File: config.mk
export PLATFORM = sky130hd
export DESIGN_NAME = triumph_id_stage
export DESIGN_NICKNAME = d
export VERILOG_FILES = /design/src/rtl/triumph_pkg.sv /design/src/rtl/triumph_decoder.sv /design/src/rtl/triumph_id_stage.sv
export SDC_FILE = /design/constraint.sdc
export NUM_CORES = 1
export LEC_CHECK = 0
export BUFFER_PORTS_ARGS = -buffer_cell sky130_fd_sc_hd__buf_2
export CAP_MARGIN = 20
export CORE_MARGIN = 1.5
export CORE_UTILIZATION = 56
export DETAILED_ROUTE_END_ITERATION = 10
export PLACE_DENSITY = 0.94
export REMOVE_ABC_BUFFERS = 1
export SLEW_MARGIN = 40
export SYNTH_ARGS = -nofsm -noshare
export SYNTH_HDL_FRONTEND = slang
export SYNTH_HIERARCHICAL = 1
export SYNTH_SLANG_ARGS = --single-unit
File: constraint.sdc
create_clock -name clk_i -period 4.4 [get_ports clk_i]
set_input_delay 0.88 -clock clk_i [delete_from_list [all_inputs] [get_ports clk_i]]
set_output_delay 0.88 -clock clk_i [all_outputs]
set_load 0.05 [all_outputs]
File: src/rtl/triumph_pkg.sv
// Shared types for the triumph RV32I pipeline: ALU operations, opcodes, operand selects,
// the decoded-instruction record and immediate extraction helpers.
package triumph_pkg;

  typedef enum logic [3:0] {
    ALU_ADD  = 4'd0,
    ALU_SUB  = 4'd1,
    ALU_SLL  = 4'd2,
    ALU_SLT  = 4'd3,
    ALU_SLTU = 4'd4,
    ALU_XOR  = 4'd5,
    ALU_SRL  = 4'd6,
    ALU_SRA  = 4'd7,
    ALU_OR   = 4'd8,
    ALU_AND  = 4'd9,
    ALU_EQ   = 4'd10,
    ALU_NE   = 4'd11,
    ALU_LT   = 4'd12,
    ALU_GE   = 4'd13,
    ALU_LTU  = 4'd14,
    ALU_GEU  = 4'd15
  } alu_op_e;

  localparam logic [6:0] OPC_LUI      = 7'b0110111;
  localparam logic [6:0] OPC_AUIPC    = 7'b0010111;
  localparam logic [6:0] OPC_JAL      = 7'b1101111;
  localparam logic [6:0] OPC_JALR     = 7'b1100111;
  localparam logic [6:0] OPC_BRANCH   = 7'b1100011;
  localparam logic [6:0] OPC_LOAD     = 7'b0000011;
  localparam logic [6:0] OPC_STORE    = 7'b0100011;
  localparam logic [6:0] OPC_OP_IMM   = 7'b0010011;
  localparam logic [6:0] OPC_OP       = 7'b0110011;
  localparam logic [6:0] OPC_MISC_MEM = 7'b0001111;
  localparam logic [6:0] OPC_SYSTEM   = 7'b1110011;

  localparam logic [1:0] OP_A_RS1  = 2'd0;
  localparam logic [1:0] OP_A_PC   = 2'd1;
  localparam logic [1:0] OP_A_ZERO = 2'd2;

  localparam logic OP_B_RS2 = 1'b0;
  localparam logic OP_B_IMM = 1'b1;

  typedef struct packed {
    logic [4:0]  rs1;
    logic [4:0]  rs2;
    logic [4:0]  rd;
    logic [31:0] imm;
    alu_op_e     alu_op;
    logic [1:0]  op_a_sel;
    logic        op_b_sel;
    logic        rd_we;
    logic        mem_req;
    logic        mem_we;
    logic [2:0]  mem_size;
    logic        branch;
    logic        jump;
    logic        illegal;
  } decode_t;

  function automatic logic [31:0] imm_i(input logic [31:0] instr);
    return {{21{instr[31]}}, instr[30:20]};
  endfunction

  function automatic logic [31:0] imm_s(input logic [31:0] instr);
    return {{21{instr[31]}}, instr[30:25], instr[11:7]};
  endfunction

  function automatic logic [31:0] imm_b(input logic [31:0] instr);
    return {{20{instr[31]}}, instr[7], instr[30:25], instr[11:8], 1'b0};
  endfunction

  function automatic logic [31:0] imm_u(input logic [31:0] instr);
    return {instr[31:12], 12'h000};
  endfunction

  function automatic logic [31:0] imm_j(input logic [31:0] instr);
    return {{12{instr[31]}}, instr[19:12], instr[20], instr[30:21], 1'b0};
  endfunction

  // alt selects SUB/SRA (instr[30]) where the encoding has an alternate form
  function automatic alu_op_e alu_from_funct3(input logic [2:0] funct3, input logic alt);
    alu_op_e op;
    case (funct3)
      3'b000:  op = alt ? ALU_SUB : ALU_ADD;
      3'b001:  op = ALU_SLL;
      3'b010:  op = ALU_SLT;
      3'b011:  op = ALU_SLTU;
      3'b100:  op = ALU_XOR;
      3'b101:  op = alt ? ALU_SRA : ALU_SRL;
      3'b110:  op = ALU_OR;
      default: op = ALU_AND;
    endcase
    return op;
  endfunction

endpackage

File: src/rtl/triumph_decoder.sv
// Purely combinational RV32I decoder: instruction word to register addresses, immediate
// and control fields. Illegal encodings keep only the register addresses and raise illegal.
module triumph_decoder
  import triumph_pkg::*;
(
  input  logic [31:0] instr,
  output decode_t     dec
);

  logic [6:0] opcode;
  logic [2:0] funct3;
  logic [6:0] funct7;
  logic       illegal;
  decode_t    d;

  assign opcode = instr[6:0];
  assign funct3 = instr[14:12];
  assign funct7 = instr[31:25];

  always_comb begin
    d          = '0;
    d.rs1      = instr[19:15];
    d.rs2      = instr[24:20];
    d.rd       = instr[11:7];
    d.alu_op   = ALU_ADD;
    d.op_a_sel = OP_A_RS1;
    d.op_b_sel = OP_B_RS2;
    illegal    = 1'b0;

    case (opcode)
      OPC_LUI: begin
        d.imm      = imm_u(instr);
        d.op_a_sel = OP_A_ZERO;
        d.op_b_sel = OP_B_IMM;
        d.rd_we    = 1'b1;
      end
      OPC_AUIPC: begin
        d.imm      = imm_u(instr);
        d.op_a_sel = OP_A_PC;
        d.op_b_sel = OP_B_IMM;
        d.rd_we    = 1'b1;
      end
      OPC_JAL: begin
        d.imm      = imm_j(instr);
        d.op_a_sel = OP_A_PC;
        d.op_b_sel = OP_B_IMM;
        d.rd_we    = 1'b1;
        d.jump     = 1'b1;
      end
      OPC_JALR: begin
        d.imm      = imm_i(instr);
        d.op_a_sel = OP_A_PC;
        d.op_b_sel = OP_B_IMM;
        d.rd_we    = 1'b1;
        d.jump     = 1'b1;
        illegal    = (funct3 != 3'b000);
      end
      OPC_BRANCH: begin
        d.imm    = imm_b(instr);
        d.branch = 1'b1;
        case (funct3)
          3'b000:  d.alu_op = ALU_EQ;
          3'b001:  d.alu_op = ALU_NE;
          3'b100:  d.alu_op = ALU_LT;
          3'b101:  d.alu_op = ALU_GE;
          3'b110:  d.alu_op = ALU_LTU;
          3'b111:  d.alu_op = ALU_GEU;
          default: illegal  = 1'b1;
        endcase
      end
      OPC_LOAD: begin
        d.imm      = imm_i(instr);
        d.op_b_sel = OP_B_IMM;
        d.rd_we    = 1'b1;
        d.mem_req  = 1'b1;
        d.mem_size = funct3;
        illegal    = (funct3 == 3'b011) || (funct3 == 3'b110) || (funct3 == 3'b111);
      end
      OPC_STORE: begin
        d.imm      = imm_s(instr);
        d.op_b_sel = OP_B_IMM;
        d.mem_req  = 1'b1;
        d.mem_we   = 1'b1;
        d.mem_size = funct3;
        illegal    = (funct3[2] == 1'b1) || (funct3 == 3'b011);
      end
      OPC_OP_IMM: begin
        // shift-immediates reuse imm[11:5] as funct7; only SRAI may set bit 30
        d.imm      = imm_i(instr);
        d.op_b_sel = OP_B_IMM;
        d.rd_we    = 1'b1;
        d.alu_op   = alu_from_funct3(funct3, (funct3 == 3'b101) && funct7[5]);
        if (funct3 == 3'b001)
          illegal = (funct7 != 7'h00);
        else if (funct3 == 3'b101)
          illegal = (funct7 != 7'h00) && (funct7 != 7'h20);
      end
      OPC_OP: begin
        d.rd_we  = 1'b1;
        d.alu_op = alu_from_funct3(funct3, funct7[5]);
        if (funct7 == 7'h20)
          illegal = (funct3 != 3'b000) && (funct3 != 3'b101);
        else
          illegal = (funct7 != 7'h00);
      end
      OPC_MISC_MEM, OPC_SYSTEM: begin
        // FENCE and SYSTEM retire as NOPs in this core
      end
      default: illegal = 1'b1;
    endcase

    if (illegal) begin
      d         = '0;
      d.rs1     = instr[19:15];
      d.rs2     = instr[24:20];
      d.rd      = instr[11:7];
      d.illegal = 1'b1;
    end

    if (d.rd == 5'd0)
      d.rd_we = 1'b0;
  end

  assign dec = d;

endmodule

File: src/rtl/triumph_id_stage.sv
// RV32I decode stage: combinational decode feeding the ID/EX register, with a valid/ready
// handshake toward EX, back-pressure toward IF and a flush from branch resolution.
module triumph_id_stage
  import triumph_pkg::*;
#(
  parameter int              XLEN     = 32,
  parameter logic [XLEN-1:0] RESET_PC = '0
) (
  input  logic            clk_i,
  input  logic            rst_i,
  input  logic            instr_valid_i,
  input  logic [31:0]     instr_data_i,
  input  logic [XLEN-1:0] instr_pc_i,
  output logic            id_ready_o,
  input  logic            flush_i,
  input  logic            ex_ready_i,
  output logic            ex_valid_o,
  output logic [XLEN-1:0] ex_pc_o,
  output logic [4:0]      rs1_addr_o,
  output logic [4:0]      rs2_addr_o,
  output logic [4:0]      rd_addr_o,
  output logic [XLEN-1:0] imm_o,
  output logic [3:0]      alu_op_o,
  output logic [1:0]      op_a_sel_o,
  output logic            op_b_sel_o,
  output logic            rd_we_o,
  output logic            mem_req_o,
  output logic            mem_we_o,
  output logic [2:0]      mem_size_o,
  output logic            branch_o,
  output logic            jump_o,
  output logic            illegal_o
);

  decode_t         dec;
  decode_t         dec_q;
  logic            ex_valid_q;
  logic [XLEN-1:0] ex_pc_q;
  logic            id_ready;

  triumph_decoder u_decoder (
    .instr (instr_data_i),
    .dec   (dec)
  );

  assign id_ready = ex_ready_i | ~ex_valid_q;

  // Flush wins over everything but reset; payload is only written on an accepted load
  always_ff @(posedge clk_i) begin
    if (rst_i) begin
      ex_valid_q <= 1'b0;
      ex_pc_q    <= RESET_PC;
      dec_q      <= '0;
    end else if (flush_i) begin
      ex_valid_q <= 1'b0;
    end else if (id_ready) begin
      ex_valid_q <= instr_valid_i;
      if (instr_valid_i) begin
        dec_q   <= dec;
        ex_pc_q <= instr_pc_i;
      end
    end
  end

  assign id_ready_o = id_ready;
  assign ex_valid_o = ex_valid_q;
  assign ex_pc_o    = ex_pc_q;
  assign rs1_addr_o = dec_q.rs1;
  assign rs2_addr_o = dec_q.rs2;
  assign rd_addr_o  = dec_q.rd;
  assign imm_o      = dec_q.imm;
  assign alu_op_o   = dec_q.alu_op;
  assign op_a_sel_o = dec_q.op_a_sel;
  assign op_b_sel_o = dec_q.op_b_sel;
  assign rd_we_o    = dec_q.rd_we;
  assign mem_req_o  = dec_q.mem_req;
  assign mem_we_o   = dec_q.mem_we;
  assign mem_size_o = dec_q.mem_size;
  assign branch_o   = dec_q.branch;
  assign jump_o     = dec_q.jump;
  assign illegal_o  = dec_q.illegal;

endmodule

Yosys cells after proc, flatten, opt, wreduce, memory -nomap -nowiden
Index checks and enable logic that the tools add are counted.
{"block": "classes", "eq_ne": 21, "n_bitwise": 3, "reduce_logical": 21, "mux": 24}
{"cell": "32-bit one-hot mux with 5 select lines", "n": 1}
{"cell": "4-bit one-hot mux with 7 select lines", "n": 2}
{"cell": "48-bit two-way mux", "n": 1}
{"cell": "7-bit by 6-bit == test with 1-bit output, second input constant", "n": 4}
{"cell": "7-bit == test, second input constant", "n": 4}
{"cell": "4-bit one-hot mux with 6 select lines", "n": 1}
{"cell": "1-bit two-way mux", "n": 15}
{"cell": "7-bit by 5-bit == test with 1-bit output, second input constant", "n": 2}
{"cell": "7-bit OR reduction", "n": 2}
{"cell": "3-bit == test, second input constant", "n": 4}
{"cell": "4-bit one-hot mux with 3 select lines", "n": 1}
{"cell": "2-bit OR reduction", "n": 4}
{"cell": "7-bit by 2-bit == test with 1-bit output, second input constant", "n": 1}
{"cell": "7-bit by 4-bit == test with 1-bit output, second input constant", "n": 1}
{"cell": "7-bit by 6-bit != test with 1-bit output, second input constant", "n": 1}
{"cell": "1-bit one-hot mux with 7 select lines", "n": 1}
{"cell": "7-bit nonzero test", "n": 1}
{"cell": "3-bit by 2-bit == test with 1-bit output, second input constant", "n": 2}
{"cell": "3-bit OR reduction", "n": 2}
{"cell": "6-bit OR reduction", "n": 1}
{"cell": "5-bit zero test", "n": 1}
{"cell": "5-bit OR reduction", "n": 1}
{"cell": "2-bit one-hot mux with 2 select lines", "n": 1}
{"cell": "3-bit by 1-bit == test with 1-bit output, second input constant", "n": 1}
{"cell": "9 further kinds", "n": 14}
{"block": "totals", "register_bits": 96, "output_inout_bits": 97, "input_bits": 69}

Depth between registers and ports, before layout
Gate-level depths: netlist (run 1).
{"block": "logic_depth", "word_depth": 7, "depth_mapped": 11, "depth_no_buf": 9}

By module
The synthesis (run 1) kept the hierarchy.
{"module": "triumph_id_stage", "area_each_um2": 4334.2, "n_inst": 1, "cells_per_inst": 418}
{"module": "triumph_decoder", "area_each_um2": 1209.9, "n_inst": 1, "cells_per_inst": 203}

Least setup slack after synthesis (run 1)
No wires, ideal clock.
{"block": "synth_timing", "kind": "input port to flip-flop", "startpoint": "input instr_data_i[14]", "endpoint": "register dec_q (netlist bit illegal_o)", "t_required_ns": 4.280, "path_slack_ns": 1.917, "n_path_buf": 2, "stages": 9, "t_arrival_ns": 2.363, "setup_ns": 0.120, "path_cell_list": "buf_4 nor4b_1 nor4_1 a211oi_2 o21ai_4 or2_2 buf_4 nand2b_1 mux2i_1"}
{"element": "start: declaration", "line": "triumph_id_stage.sv:12", "text": "input logic [31:0] instr_data_i,"}
{"element": "end signal: assignment", "line": "triumph_id_stage.sv:53", "text": "dec_q <= '0;"}
{"element": "end signal: assignment", "line": "triumph_id_stage.sv:59", "text": "dec_q <= dec;"}
{"element": "end: declaration", "line": "triumph_id_stage.sv:36", "text": "decode_t dec_q;"}

==> impl_results.md, run 1 <==
* Setup WS post-layout at 1.60 ns
* Logic pwr share at 0.188
* Power Dens Cells at 281 nW/um^2
* Reg-to-Reg Start: ex_valid_o
* Worst reg-to-reg path cell count at 4
* Pin count of the biggest net entering global routing at 192
* CP max stage cell: o311ai_0
* Synthesis-to-finish area growth at 14.4%
* Maxcap violations at 0
* Post-synthesis register bit count at 96
* Synth Instances at 621
* DRT Pass-1 Iters at 4
* Post CTS Setup Buffer Count at 0
* Ys async rst share at 0
* Vias per cell at 5.22
* Required @ worst endpoint at 4.69 ns
* Status: completed
* Initial DRC Count at 199
* Core area at 9680 um^2
* Synth cell types at 50
* Critical-path cell list: buf_2, inv_1, o311ai_0, nand2b_4, o21ai_4, buf_8, or2_2, nand2b_1, mux2i_1
* Switching share of power at 0.300
* Worst Path Max Fanout at 22
* Synth top area cells: dfxtp_1 (35%), nand2b_1 (22%), mux2i_1 (17%), buf_4 (3.1%), nor2_1 (2.9%)
* Die height at 103 um
* Clock Tree Root: clkbuf_8
* Port buffer count at 165
* Via count at 4572
* Util after Layout at 0.655
* Reg2reg end: ex_pc_o[19]
* WL final at 12900 um
* Delay of the slowest cell on the worst path at 0.63 ns
* Placer Congestion at 0.906
* Hold Path End: op_a_sel_o[0]
* Final hold viol count at 0
* Post-synth EDFFs at 0
* Endpoint class of the critical path: register
* DRC viols at 0
* Most used DFF post-synth: dfxtp_1
* Synthesized area per cell at 8.93 um^2
* HPWL after DPL at 9250 um
* F_max at 357 MHz
* Post-Syn Area at 5540 um^2
* P_leak at 0.00264 uW
* Slew Limit Fails at 0
* Int Pwr at 1250 uW
* Die area at 10500 um^2
* CTS Sinks at 96
* Fin crit share at 0.636
* Clk slew on worst S/H paths at 0.09 ns
* DP Worst Slack at 1.25 ns
* Cts bufs inserted at 9
* Worst Path Arrival at 3.08 ns
* Gr ovfl total at 0
* Diode count at 0
* Share of layout cells above drive strength 1 at 0.265
* Final instance count without filler cells at 876
* Post-DRT Antenna Nets at 0
* Largest area contributor in the netlist: dfxtp_1
* Sequential fraction of the synthesis area at 0.347
* Vias in the first global route at 4268
* Crit path buf inv count at 3
* Post-synth top area share at 0.347
* Yosys Warn Count at 6
* GRT Util Overall at 0.239
* Placed Cells at 861
* Overall power at 1780 uW
* First-pass GRT wire length at 19800 um
* Latest clock arrival within the worst-skew pair at 0.35 ns
* # IOs at 166
* Setup violators final at 0
* Worst-margin pin slew at 0.809 ns
* Post-CTS Resized at 0
* Flop2flop setup slack at 2.76 ns
* CTS tree: yes
* Hold WC Path Type: reg2reg
* Min Tclk post-route at 2.80 ns
* Nets at 812
* Hold path start: op_a_sel_o[0]
* Seq pwr share at 0.507
* Startpoint Class: input pin
* Row cnt at 36
* RSZ-0062 raised after global routing: no
* CP top delay family: compound AO/OA/AOI/OAI gates
* Net Switching at 535 uW
* Max VDD drop at 0.000163 V
* WHS Path Cells at 2
* Initial antenna violation count at 0
* Minimum hold slack at 0.474 ns
* Clock network fraction of design power at 0.305
* Die W at 103 um
* Routed len/inst at 14.7 um
* Clock Skew at 0.00748 ns
* Starting Density at 0.572
* Kind of critical path: in2reg
* Hold_buf cts at 0
* CTS max path bufs at 2
* Number of H-tree levels at 3
* Slew margin rel. at 0.460
## power groups by stage
stage / logic (uW) / clock network, uW / registers (uW)
2_1_floorplan: 148 / 0 / 1010
3_3_place_gp: 325 / 0 / 923
3_5_place_dp: 334 / 0 / 925
4_1_cts: 335 / 556 / 904
5_1_grt: 359 / 597 / 908
6_report: 335 / 544 / 904
## per-stage QoR
stage	setup TNS [ns]	instance area [um^2]
2_1_floorplan	-218.45	5100
3_3_place_gp	0	6130
3_5_place_dp	0	6160
4_1_cts	0	6340
5_1_grt	0	6340
6_report	0	6340
## Yosys cell counts (2+ instances only)
master / count
nand3_1: 3
a22oi_1: 5
mux2i_1: 96
clkbuf_1: 23
buf_4: 23
a221oi_1: 2
nor4b_1: 2
ha_1: 4
nor2_1: 43
and2_1: 2
a211o_1: 2
buf_6: 3
nor3b_1: 2
buf_2: 6
nor2b_1: 5
o21ai_0: 8
o22ai_1: 2
nand2b_1: 193
and3_1: 2
inv_1: 8
nor4_1: 6
a31oi_1: 2
o31ai_1: 4
a21oi_1: 24
and3b_1: 2
buf_12: 5
nor3_1: 11
nand2_1: 14
or2_2: 3
dfxtp_1: 96
## cell type report
cell class                 count  area (um^2)
clock buffer                  11          151
tap                          133          166
inverter                       8         30.0
timing repair buffer         169          876
fill                         799         3340
multi-input combinational    455         3170
sequential                    96         1920
clock inverter                 4         28.8
## worst register-to-register path: stages, from the launching register on
cell,delay (ns)
dfxtp_1,0.32
nor2b_4,0.13
nor3b_4,0.20
buf_6,0.58
mux2i_1,0.33
## state kept, by name, indices dropped and copies added (netlist names)
signal,count
branch_o,1
rd_addr_o,5
illegal_o,1
alu_op_o,4
op_a_sel_o,2
ex_pc_o,32
rd_we_o,1
rs1_addr_o,5
op_b_sel_o,1
mem_we_o,1
ex_valid_o,1
jump_o,1
mem_req_o,1
mem_size_o,3
rs2_addr_o,5
imm_o,32
## cell families after synthesis
logic type | count (synthesis) | synth area share
AND/OR/NAND/NOR | 295 | 0.315
buffers and inverters | 70 | 0.0851
multiplexers | 97 | 0.175
adder cells (fa/ha/maj) | 4 | 0.00903
flip-flops | 96 | 0.347
AO/OA/AOI/OAI | 59 | 0.0691
## cell usage in the layout, fill, tap and decap left out, types with 3 or more instances in the layout
master    instances
inv_1             8
a21oi_1          24
nor4_1            6
mux2i_1          96
nor2b_1           5
nor2_1           43
buf_2           164
dfxtp_1          96
nand3_1           3
nand2_1          14
a22oi_1           5
ha_1              4
o21ai_0           8
clkbuf_8         12
nor3_2            3
o31ai_1           4
nand2b_1        193
nor3_1            9
or2_2             3
## how the worst max path moves through the flow
stage / startpoint / to / slack, ns / cells after the start
after global routing: instr_data_i[13] / imm_o[31] / 1.43 / 9
after CTS: instr_data_i[13] / imm_o[31] / 1.61 / 9
final: instr_data_i[13] / illegal_o / 1.60 / 9
after global placement: instr_data_i[13] / illegal_o / 1.16 / 8
after floorplan: ex_ready_i / alu_op_o[0] / -2.30 / 3
after detailed placement: instr_data_i[13] / imm_o[31] / 1.25 / 9
## routing by layer
metal	track usage	part of all wire	up-vias	routed length, um
met5	0	0	-	0
met4	0.0969	0.019	0	248
met3	0.0542	0.065	22	837
met2	0.414	0.49	157	6320
met1	0.287	0.43	2111	5500
li1	-	-	2282	-
No activity file was read; power rests on OpenSTA's default activity.
==> run 2: changes to the inputs <==
- CORE_UTILIZATION: 56 -> 47
- PLACE_DENSITY: 0.94 -> 0.85
- clock period: 4.4 -> 2.28 ns (I/O delays scaled with it)
==> impl_results.md, run 2 (synthesis gave the netlist of run 1 again) <==
* Port buffer count at 165
* Worst reg-to-reg path cell count at 4
* Vias in the first global route at 4341
* Hold WC Path Type: in2reg
* Register Area at 1920 um^2
* Endpoint class of the critical path: register
* Min Tclk post-route at 1.93 ns
* Logic pwr share at 0.180
* Share of layout cells above drive strength 1 at 0.288
* DP Worst Slack at -0.0956 ns
* Core area at 11500 um^2
* WL final at 12500 um
* Switching share of power at 0.276
* Slew Limit Fails at 0
* P_leak at 0.00282 uW
* Initial antenna violation count at 1
* Worst Path Max Fanout at 13
* Overall power at 3800 uW
* Reg-to-Reg Start: ex_valid_o
* Vias per cell at 4.99
* Synthesis-to-finish area growth at 20.4%
* Maxcap violations at 0
* Area of the multi-input gates at 3170 um^2
* Met2 WL at 5660 um
* Met3 routed WL at 763 um
* Initial DRC Count at 313
* CTS Sinks at 96
* Via count at 4562
* Die W at 112 um
* Worst-margin pin slew at 0.582 ns
* Die area at 12500 um^2
* Max VDD drop at 0.000355 V
* Kind of critical path: in2reg
* Latest clock arrival within the worst-skew pair at 0.34 ns
* End point of the critical path: imm_o[5]
* Clock Tree Root: clkbuf_16
* Startpoint Class: input pin
* RSZ-0062 raised after global routing: no
* F_max at 518 MHz
* Power Dens Cells at 569 nW/um^2
* DRC viols at 0
* DRT Pass-1 Iters at 5
* Fin crit share at 0.847
* Top layer in use: met4
* Seq pwr share at 0.460
* Clk slew on worst S/H paths at 0.06 ns
* Die height at 112 um
* Post-DRT Antenna Nets at 0
* Hold_buf cts at 0
* Post-CTS Resized at 0
* Starting Density at 0.483
* Pin count of the biggest net entering global routing at 75
* Setup violators final at 0
* Setup WS post-layout at 0.349 ns
* Met1 WL at 5900 um
* Most common cell after layout, fill and taps aside: nand2b_1
* Placer Congestion at 0.934
* # IOs at 166
* Nets at 839
* Flop2flop setup slack at 0.75 ns
* Number of H-tree levels at 3
* Fill count at 1033
* Row cnt at 39
* HPWL after DPL at 9000 um
* Post CTS Setup Buffer Count at 0
* Gr ovfl total at 0
* Worst Path Arrival at 2.13 ns
* Status: completed
* Net Switching at 1050 uW
* Clock Skew at 0.00518 ns
* Clock network fraction of design power at 0.361
* Routed len/inst at 13.6 um
* Critical Path Start: instr_data_i[2]
* GRT Util Overall at 0.203
* CTS max path bufs at 2
* Cts bufs inserted at 9
* Int Pwr at 2750 uW
* Most frequent cells in the layout: nand2b_1 (193), buf_2 (164), mux2i_1 (96), dfxtp_1 (96), nor2_1 (43)
* Reg2reg end: imm_o[16]
* Final hold viol count at 0
* CTS tree: yes
* First-pass GRT wire length at 20900 um
* Slew margin rel. at 0.608
* Required @ worst endpoint at 2.48 ns
run 2: cell types whose count changed in the layout (fill, tap and decap cells not counted), sizes merged:
| cell | change |
|---|---|
| inv | -1 |
| diode | +1 |
| clkinvlp | -2 |
| clkinv | +2 |
| buf | +28 |
run 2: critical path: stages:
cell,delay (ns)
buf_2,0.12
nand4bb_4,0.30
nor4b_1,0.40
buf_4,0.20
a211oi_2,0.08
o21ai_4,0.14
buf_4,0.23
nor2_1,0.07
nand2b_1,0.06
mux2i_1,0.07
run 2: area by class of cell:
type,instances,area share
repair buffers,196,0.166
flip-flops and latches,96,0.288
multi-input cells,455,0.474
clock inverters,3,0.00281
diodes,1,0.000375
well taps,143,0.0268
inverters,8,0.00450
clock buffers,12,0.0369
run 2: power groups by stage:
stage                     logic, uW  registers, uW  clock network (uW)
after floorplan                 286           1950                   0
after global placement          675           1780                   0
after detailed placement        682           1780                   0
after CTS                       683           1750                1420
after global routing            730           1750                1490
final                           682           1750                1370
run 2: per-stage QoR:
step | area (um^2) | util | hold slack (ns) | TNS (ns) | std cells
final | 6680 | 0.582 | 0.332 | 0 | 914
after global placement | 6400 | 0.558 | 0.456 | 0 | 898
after floorplan | 5100 | - | 0.533 | -396.89 | 559
after global routing | 6680 | 0.582 | 0.326 | 0 | 913
after detailed placement | 6400 | 0.558 | 0.458 | -0.847 | 898
after CTS | 6670 | 0.582 | 0.312 | 0 | 913
run 2: how the worst min path moves through the flow:
stage / from / to / slack (ns) / depth (start not counted)
after floorplan: rst_i / ex_valid_o / 0.53 / 1
after global placement: ex_pc_o[28] / ex_pc_o[28] / 0.46 / 2
after detailed placement: mem_req_o / mem_req_o / 0.46 / 2
after CTS: flush_i / ex_valid_o / 0.31 / 2
after global routing: flush_i / ex_valid_o / 0.33 / 2
final: flush_i / ex_valid_o / 0.33 / 2
run 2: layer usage:
layer / up-vias / global-route usage
li1: 2334 / -
met5: - / 0
met1: 2081 / 0.270
met2: 137 / 0.321
met4: 0 / 0.0633
met3: 10 / 0.0555
